<file path="src/rtl/uart_boot_loader.sv">
// UART program loader: receives a framed image, writes it word-by-word into the instruction ROM,
// and holds the CPU in reset until the image checksum verifies.
//   state  | meaning
//   IDLE   | waiting for the sync byte after reset
//   LEN0   | expecting length low byte
//   LEN1   | expecting length high byte, range check
//   DATA   | collecting data bytes, one ROM write per 4 bytes
//   CSUM   | expecting checksum byte
//   DONE   | image loaded and verified, CPU released
//   ERR    | last frame aborted, CPU held
module uart_boot_loader #(
    parameter int          CLKS_PER_BIT = 868,
    parameter int          ADDR_W       = 10,
    parameter logic [7:0]  SYNC_BYTE    = 8'hA5
) (
    input  logic              clk,
    input  logic              rst,
    input  logic              i_rx,
    output logic              o_mem_we,
    output logic [ADDR_W-1:0] o_mem_addr,
    output logic [31:0]       o_mem_wdata,
    output logic              o_cpu_hold,
    output logic              o_boot_done,
    output logic              o_boot_err
);

    localparam int              CNT_W     = $clog2(CLKS_PER_BIT);
    localparam logic [CNT_W-1:0] CNT_FULL = CNT_W'(CLKS_PER_BIT - 1);
    localparam logic [CNT_W-1:0] CNT_HALF = CNT_W'(CLKS_PER_BIT / 2 - 1);
    localparam logic [31:0]     MAX_WORDS = 32'(1) << ADDR_W;

    typedef enum logic [1:0] {RX_IDLE, RX_START, RX_DATA, RX_STOP} rx_state_t;
    typedef enum logic [2:0] {S_IDLE, S_LEN0, S_LEN1, S_DATA, S_CSUM, S_DONE, S_ERR} state_t;

    rx_state_t        rx_state, rx_next;
    logic             rx_meta, rx_sync;
    logic [CNT_W-1:0] rx_cnt;
    logic [2:0]       rx_bit;
    logic [7:0]       rx_shift;
    logic             rx_valid, rx_ferr;
    logic             rx_tc;

    state_t           state, state_next;
    logic [7:0]       len_lo, csum;
    logic [15:0]      len_m1, len_rx;
    logic [ADDR_W-1:0] word_idx;
    logic [1:0]       byte_idx;
    logic [23:0]      word_buf;
    logic             len_bad, last_word, is_sync;

    always_ff @(posedge clk or negedge rst) begin
        if (!rst) begin
            rx_meta <= 1'b1;
            rx_sync <= 1'b1;
        end else begin
            rx_meta <= i_rx;
            rx_sync <= rx_meta;
        end
    end

    assign rx_tc = (rx_cnt == '0);

    always_comb begin
        rx_next = rx_state;
        case (rx_state)
            RX_IDLE:  if (!rx_sync) rx_next = RX_START;
            RX_START: if (rx_tc) rx_next = rx_sync ? RX_IDLE : RX_DATA;
            RX_DATA:  if (rx_tc && rx_bit == 3'd7) rx_next = RX_STOP;
            RX_STOP:  if (rx_tc) rx_next = RX_IDLE;
            default:  rx_next = RX_IDLE;
        endcase
    end

    always_ff @(posedge clk or negedge rst) begin
        if (!rst) begin
            rx_state <= RX_IDLE;
            rx_cnt   <= '0;
            rx_bit   <= '0;
            rx_shift <= '0;
            rx_valid <= 1'b0;
            rx_ferr  <= 1'b0;
        end else begin
            rx_state <= rx_next;
            rx_valid <= 1'b0;
            rx_ferr  <= 1'b0;
            case (rx_state)
                RX_IDLE: rx_cnt <= CNT_HALF;
                RX_START: begin
                    rx_cnt <= rx_tc ? CNT_FULL : rx_cnt - 1'b1;
                    rx_bit <= '0;
                end
                RX_DATA: begin
                    if (rx_tc) begin
                        rx_shift <= {rx_sync, rx_shift[7:1]};
                        rx_bit   <= rx_bit + 3'd1;
                        rx_cnt   <= CNT_FULL;
                    end else begin
                        rx_cnt <= rx_cnt - 1'b1;
                    end
                end
                RX_STOP: begin
                    if (rx_tc) begin
                        rx_valid <= rx_sync;
                        rx_ferr  <= ~rx_sync;
                    end else begin
                        rx_cnt <= rx_cnt - 1'b1;
                    end
                end
                default: ;
            endcase
        end
    end

    assign len_rx    = {rx_shift, len_lo};
    assign len_bad   = (len_rx == 16'd0) || (32'(len_rx) > MAX_WORDS);
    assign last_word = (32'(word_idx) == 32'(len_m1));
    assign is_sync   = (rx_shift == SYNC_BYTE);

    always_comb begin
        state_next = state;
        case (state)
            S_IDLE, S_DONE, S_ERR:
                if (rx_valid && is_sync) state_next = S_LEN0;
            S_LEN0:
                if (rx_ferr) state_next = S_ERR;
                else if (rx_valid) state_next = S_LEN1;
            S_LEN1:
                if (rx_ferr) state_next = S_ERR;
                else if (rx_valid) state_next = len_bad ? S_ERR : S_DATA;
            S_DATA:
                if (rx_ferr) state_next = S_ERR;
                else if (rx_valid && byte_idx == 2'd3 && last_word) state_next = S_CSUM;
            S_CSUM:
                if (rx_ferr) state_next = S_ERR;
                else if (rx_valid) state_next = (rx_shift == csum) ? S_DONE : S_ERR;
            default: state_next = S_IDLE;
        endcase
    end

    // Status flags are registered decodes of the next state, so they change with the state itself.
    always_ff @(posedge clk or negedge rst) begin
        if (!rst) begin
            state       <= S_IDLE;
            o_mem_we    <= 1'b0;
            o_mem_addr  <= '0;
            o_mem_wdata <= '0;
            o_cpu_hold  <= 1'b1;
            o_boot_done <= 1'b0;
            o_boot_err  <= 1'b0;
            len_lo      <= '0;
            len_m1      <= '0;
            csum        <= '0;
            word_idx    <= '0;
            byte_idx    <= '0;
            word_buf    <= '0;
        end else begin
            state       <= state_next;
            o_mem_we    <= 1'b0;
            o_cpu_hold  <= (state_next != S_DONE);
            o_boot_done <= (state_next == S_DONE);
            o_boot_err  <= (state_next == S_ERR);
            if (rx_valid) begin
                case (state)
                    S_LEN0: len_lo <= rx_shift;
                    S_LEN1: begin
                        len_m1   <= len_rx - 16'd1;
                        word_idx <= '0;
                        byte_idx <= '0;
                        csum     <= '0;
                    end
                    S_DATA: begin
                        csum     <= csum ^ rx_shift;
                        byte_idx <= byte_idx + 2'd1;
                        case (byte_idx)
                            2'd0: word_buf[7:0]   <= rx_shift;
                            2'd1: word_buf[15:8]  <= rx_shift;
                            2'd2: word_buf[23:16] <= rx_shift;
                            default: begin
                                o_mem_we    <= 1'b1;
                                o_mem_addr  <= word_idx;
                                o_mem_wdata <= {rx_shift, word_buf};
                                word_idx    <= word_idx + 1'b1;
                            end
                        endcase
                    end
                    default: ;
                endcase
            end
        end
    end

endmodule

</file>
<file path="config.mk">
export PLATFORM = sky130hd
export DESIGN_NAME = uart_boot_loader
export DESIGN_NICKNAME = d
export VERILOG_FILES = /design/src/rtl/uart_boot_loader.sv
export SDC_FILE = /design/constraint.sdc
export NUM_CORES = 1
export LEC_CHECK = 0
export CORE_MARGIN = 3
export CORE_UTILIZATION = 32
export CTS_BUF_LIST = sky130_fd_sc_hd__clkbuf_4 sky130_fd_sc_hd__clkbuf_8
export DETAILED_ROUTE_END_ITERATION = 12
export PLACE_DENSITY = 0.54
export SLEW_MARGIN = 30
export SYNTH_ARGS = -nofsm -noshare
export SYNTH_HDL_FRONTEND = slang
export SYNTH_SLANG_ARGS = --single-unit
</file>
<file path="constraint.sdc">
create_clock -name clk -period 4.1 [get_ports clk]
set_input_delay 1.23 -clock clk [delete_from_list [all_inputs] [get_ports clk]]
set_output_delay 1.23 -clock clk [all_outputs]
set_load 0.05 [all_outputs]
</file>
==> impl_metrics.csv, run 1 <==
group,metric,value,unit
run_status,outcome,"finished clean",
sta,final-hold-violation-count,0,
global_route,grt_first_pass_wirelength,23.8,mm
job,maxCapViolCount,0,
die,die_h,150,microns
worst_hold_path,min_to,"rx_sync$_DFF_PN1_",
die,coreArea,20400,sq um
worst_setup_path,crit_buf_inv,1,
synthesis,ys_warn_count,0,
clock_network,htree_num_levels,4,
sta,worstMarginPinSlew,881,ps
power,powerDensity,335,nW/um^2
detailed_routing,via_per_inst,4.93,
clock_network,cts_hold_buffers,0,
synthesis,synthCells,587,
final_layout,nFillCells,1973,
detailed_routing,vias,4480,
final_layout,fin_nets,644,
clock_network,clock_latency,450,ps
worst_setup_path,critical-path-slowest-cell,"clkdlybuf4s50_1",
detailed_routing,drc,0,
worst_hold_path,worstHoldStart,"rx_meta$_DFF_PN1_",
worst_setup_path,crit_type,"flop to primary output",
worst_setup_path,critPathRequiredTime,2870,ps
global_route,grt-ovfl-total,0,
sta,slew_headroom,41.1,%
sta,clock.fmax,0.336,GHz
final_layout,finish.instance_area,7790,sq um
synthesis,synthFlopType,"dfrtp_1",
sta,fin_skew,11.2,ps
worst_setup_path,arrival,1750,ps
worst_setup_path,critPathTopFamily,"buffers and inverters",
synthesis,synth.net_count,606,
clock_network,cts.sinks,144,
global_route,antenna_found_initial,0,
synthesis,synth_largest_area_cell,"dfrtp_1",
die,row_count,52,
detailed_routing,drt-initial-drc-count,255,
detailed_routing,ant_nets,0,
synthesis,synth.cell_area,6660,sq um
die,die_x,150,microns
worst_setup_path,end_kind,"primary output",
worst_setup_path,start_kind,"flop",
worst_setup_path,r2r_slack,1620,ps
worst_setup_path,reg2regPathDepth,5,
sta,post-route-min-period,2980,ps
synthesis,synth_edf_count,0,
final_layout,multiInputGateArea,2850,sq um
final_layout,antenna_cells,0,
sta,setup_tns,0,ps
clock_network,clockBufferDepth,2,
detailed_routing,wl_per_cell,15.6,microns
synthesis,synth_cell_types,54,
final_layout,stdcell_count,908,
worst_setup_path,crit_chain,"clkdlybuf4s50_1",
final_layout,area_growth,17.0,%
worst_setup_path,r2r_end,"o_boot_done$_DFF_PN0_",
synthesis,ys_ff_latch,144,
synthesis,synth_top_area_share,53.0,%
sta,rsz0062_at_grt,"false",
place,dp_hpwl,9.33,mm
worst_setup_path,rr_startpoint,"state[2]$_DFF_PN0_",
place,dpl.cell_count,876,
clock_network,numCtsBuffers,17,
detailed_routing,drt-pass1-iter-count,4,
power,power.total,2610,uW
worst_hold_path,whs_path_depth,0,
sta,worst_hold_slack,359,ps
clock_network,clk_pin_slew_worst_paths,80,ps
place,gp_congestion,0.814,
sta,fin_crit_sh,72.6,%
global_route,track_usage,13.3,%
power,ir_worst_vdd,0.190,mV
clock_network,post_cts_buffers,0,
die,die-area,22600,sq um
place,dpl_cell_area,7390,sq um
die,io_pins,49,
worst_setup_path,crit_fanout,1,
synthesis,syn_avg_cell_area,11.3,sq um
final_layout,seq_area,3610,sq um
power,leakage,0.00367,uW
worst_setup_path,cpPeakStageDelay,790,ps
final_layout,drive_above_1_share,19.7,%
global_route,grt_pass1_vias,4639,
place,io_buffers,48,
clock_network,cts_resized,0,
worst_hold_path,worstHoldPathType,"flop to flop",
synthesis,synthArstFlopShare,100,%
global_route,grt_max_degree,85,
clock_network,clockRootBuffer,"clkbuf_8",
sta,final-setup-viol-count,0,
detailed_routing,totalWireLength,14.1,mm
clock_network,cts_tree,"built",
synthesis,synth-seq-area-share,54.2,%
synthesis,synth.area.top_cells,"dfrtp_1 (53%), mux2_2 (13%), xor2_1 (3.4%), o21ai_0 (3.2%), nand2_1 (3.0%)",
sta,drv_slew,0,
die,start_util,32.7,%
==> power breakdown <==
part / leakage (uW) / internal, uW / total (uW) / switching [uW]
Clock: 0.000211 / 578 / 1160 / 583
Combinational: 0.00148 / 3.79 / 31.3 / 27.5
Sequential: 0.00198 / 1420 / 1420 / 0.648
==> area by class of cell <==
cell class / instances / share of cell area, %
Multi-Input combinational cell: 390 / 36.6
Inverter: 23 / 1.11
Sequential cell: 144 / 46.3
Clock inverter: 13 / 1.94
Clock buffer: 19 / 3.28
Tap cell: 270 / 4.33
Timing Repair Buffer: 49 / 6.44
==> cells in the final DEF, fill, tap and decap left out, drive strengths merged, types with 7 or more instances in the layout <==
cell type,count
ha,16
nand3,10
or3,7
nand2,54
nor3,18
dfrtp,141
nor4,13
clkdlybuf4s50,47
xor2,26
clkbuf,19
xnor2,16
o21ai,43
inv,29
nor2,25
a21oi,19
mux2,79
==> cell usage after synthesis (2+ instances only) <==
master / count
a21oi_1: 19
a22o_1: 4
a31o_2: 2
a31oi_1: 6
and3_1: 2
and4b_1: 2
buf_2: 5
clkbuf_1: 25
dfrtp_1: 141
dfstp_2: 3
ha_1: 16
inv_1: 23
mux2_2: 78
nand2_1: 54
nand2b_1: 4
nand3_1: 10
nand3b_1: 3
nand4_1: 3
nor2_1: 25
nor2b_1: 2
nor3_1: 17
nor3b_1: 2
nor4_1: 12
nor4b_1: 2
o211ai_1: 3
o21a_1: 2
o21ai_0: 42
o31ai_1: 2
or3_1: 7
or3b_2: 3
or4_1: 5
xnor2_1: 16
xor2_1: 26
==> per-layer routing <==
metal	GRT usage, %	vias to the layer above	share of wire, %
met5	0	-	0
met4	4.03	0	0.89
met3	3.37	10	2.8
met2	21.6	65	49
met1	17.7	2271	47
li1	-	2134	-
==> state kept, by name, summed over array words and instances (netlist names), 8 cells and up, named ones only <==
register	cells
o_mem_wdata	32
word_idx	10
word_buf	24
rx_shift	8
len_lo	8
csum	8
len_m1	16
o_mem_addr	10
rx_cnt	10
==> worst max-delay path by stage <==
stage / slack, ps / to / cells after the start / startpoint
after floorplan: 2050 / o_cpu_hold$_DFF_PN1_ / 6 / len_lo[4]$_DFFE_PN0P_
after global placement: 1500 / o_mem_wdata[17]$_DFFE_PN0P_ / 4 / state[0]$_DFF_PN0_
after detailed placement: 1580 / o_cpu_hold / 1 / o_cpu_hold$_DFF_PN1_
after CTS: 1070 / o_cpu_hold / 1 / o_cpu_hold$_DFF_PN1_
after global routing: 1060 / o_cpu_hold / 1 / o_cpu_hold$_DFF_PN1_
final: 1120 / o_cpu_hold / 1 / o_cpu_hold$_DFF_PN1_
==> stage by stage <==
stage / utilization [%] / setup WS [ps]
finish: 38.3 / 1120
floorplan: - / 2050
CTS: 38.3 / 1070
global placement: 36.3 / 1500
global route: 38.3 / 1060
detailed placement: 36.3 / 1580
==> cells by family after synthesis <==
logic type                 synth area share, %
AOI/OAI and AO/OA                         7.96
adders and majority gates                 3.01
DFF                                       54.2
muxes                                     13.4
buffers and inverters                     3.08
and+or+nand+nor                           12.9
xor gates and xnor gates                  5.52
(Power assumes the default switching activity.)
==> run 2, diff against run 1 <==
- clock period: 4.1 -> 2.9 ns (I/O delays scaled with it)
==> impl_metrics.csv, run 2 (same netlist as run 1, synthesis figures left out) <==
group,metric,value,unit
place,dp_hpwl,9.94,mm
sta,fin_skew,16.2,ps
worst_setup_path,cpPeakStageDelay,800,ps
worst_hold_path,worstHoldPathType,"flop to flop",
clock_network,clockRootBuffer,"clkbuf_8",
clock_network,clockBufferDepth,2,
global_route,grt_max_degree,57,
worst_hold_path,whs_path_depth,0,
detailed_routing,via_per_inst,4.85,
clock_network,numCtsBuffers,17,
die,io_pins,49,
place,io_buffers,48,
detailed_routing,drt-pass1-iter-count,4,
worst_setup_path,critical-path-slowest-cell,"clkdlybuf4s50_1",
sta,slew_headroom,48.4,%
final_layout,area_growth,18.3,%
worst_setup_path,arrival,1760,ps
power,power.total,3680,uW
detailed_routing,drt-initial-drc-count,185,
global_route,antenna_found_initial,0,
sta,post-route-min-period,2630,ps
die,row_count,52,
detailed_routing,drc,0,
die,die_h,150,microns
power,powerDensity,467,nW/um^2
clock_network,clk_pin_slew_worst_paths,90,ps
worst_setup_path,rr_startpoint,"state[0]$_DFF_PN0_",
final_layout,top_register,"o_mem_wdata",
die,start_util,32.7,%
power,ir_worst_vdd,0.303,mV
worst_setup_path,critPathRequiredTime,2030,ps
sta,rsz0062_at_grt,"false",
sta,drv_slew,0,
final_layout,top_regs,"o_mem_wdata x32, word_buf x24, len_m1 x16",
clock_network,cts.sinks,144,
final_layout,final_common_cell,"dfrtp_1",
sta,clock.fmax,0.380,GHz
clock_network,clock_latency,450,ps
die,die_x,150,microns
clock_network,cts_hold_buffers,0,
clock_network,htree_num_levels,4,
final_layout,final_cell_mix,"dfrtp_1 (141), mux2_2 (78), nand2_1 (54)",
final_layout,drive_above_1_share,20.9,%
worst_setup_path,start_kind,"flop",
job,maxCapViolCount,0,
sta,fin_crit_sh,90.8,%
worst_setup_path,end_kind,"primary output",
final_layout,multiInputGateArea,2850,sq um
sta,setup_tns,0,ps
die,coreArea,20400,sq um
place,gp_congestion,0.801,
sta,final-hold-violation-count,0,
final_layout,nFillCells,1948,
worst_setup_path,reg2regPathDepth,5,
sta,worstMarginPinSlew,771,ps
worst_setup_path,crit_chain,"clkdlybuf4s50_1",
final_layout,antenna_cells,0,
sta,final-setup-viol-count,0,
worst_hold_path,worstHoldStart,"rx_meta$_DFF_PN1_",
final_layout,largest_reg_flops,32,
worst_setup_path,crit_buf_inv,1,
clock_network,cts_resized,0,
detailed_routing,vias,4451,
clock_network,cts_tree,"built",
global_route,grt_first_pass_wirelength,24.2,mm
detailed_routing,wl_per_cell,15.7,microns
final_layout,seq_area,3610,sq um
detailed_routing,totalWireLength,14.4,mm
worst_setup_path,r2r_end,"word_buf[11]$_DFFE_PN0P_",
worst_setup_path,crit_type,"flop to primary output",
die,die-area,22600,sq um
global_route,grt-ovfl-total,0,
global_route,track_usage,13.6,%
final_layout,fin_nets,653,
run_status,outcome,"finished clean",
clock_network,post_cts_buffers,0,
worst_setup_path,crit_fanout,1,
detailed_routing,ant_nets,0,
power,leakage,0.00372,uW
worst_setup_path,r2r_slack,630,ps
worst_hold_path,min_to,"rx_sync$_DFF_PN1_",
worst_setup_path,critPathTopFamily,"buffers and inverters",
global_route,grt_pass1_vias,4588,
==> run 2: cell types whose count changed in the layout (fill, tap and decap cells not counted), sizes merged <==
cell,delta
buf,+9
clkbuf,-2
clkinv,-1
clkinvlp,+2
inv,+1
==> run 2: metrics by stage <==
stage | hold WS, ps | util (%) | cell area, sq um | instances | setup WS [ps]
6_report | 363 | 38.7 | 7880 | 917 | 268
5_1_grt | 372 | 38.7 | 7880 | 917 | 199
4_1_cts | 364 | 38.7 | 7880 | 917 | 200
3_5_place_dp | 351 | 36.7 | 7480 | 885 | 623
3_3_place_gp | 346 | 36.7 | 7480 | 885 | 707
2_1_floorplan | 345 | - | 6660 | 587 | 849
==> run 2: layout make-up <==
| class | instances | share of cell area (%) |
|---|---|---|
| inverters | 23 | 1.10 |
| multi-input cells | 390 | 36.2 |
| repair buffers | 58 | 7.54 |
| well taps | 270 | 4.29 |
| flip-flops and latches | 144 | 45.8 |
| clock inverters | 15 | 2.19 |
| clock buffers | 17 | 2.97 |
==> run 2: how the worst max path moves through the flow <==
stage | cells after the start | end | slack [ps] | from
finish | 1 | o_cpu_hold | 270 | o_cpu_hold$_DFF_PN1_
floorplan | 6 | o_cpu_hold$_DFF_PN1_ | 850 | len_lo[4]$_DFFE_PN0P_
global route | 1 | o_cpu_hold | 200 | o_cpu_hold$_DFF_PN1_
global placement | 1 | o_cpu_hold | 710 | o_cpu_hold$_DFF_PN1_
detailed placement | 5 | word_buf[11]$_DFFE_PN0P_ | 620 | state[0]$_DFF_PN0_
CTS | 1 | o_cpu_hold | 200 | o_cpu_hold$_DFF_PN1_
==> run 2: where the power goes <==
part	total, uW	switching [uW]	internal [uW]
clock network	1620	829	791
registers	2010	0.803	2010
logic	48.9	39.9	8.96
total	3680	870	2810
==> run 2: layer usage <==
| metal | vias to the layer above | routed length, microns | track usage (%) | share of wire, % |
|---|---|---|---|---|
| li1 | 2157 | - | - | - |
| met1 | 2202 | 6560 | 18.2 | 46 |
| met2 | 75 | 7110 | 21.6 | 49 |
| met3 | 17 | 475 | 3.01 | 3.3 |
| met4 | 0 | 243 | 4.94 | 1.7 |
| met5 | - | 0 | 0 | 0 |
==> run 3, diff against run 2 <==
- CAP_MARGIN: unset -> 0
- CTS_CLUSTER_SIZE: unset -> 28
==> results of run 3 <==
No change in the layout: final DEF, timing and power equal those of run 2.
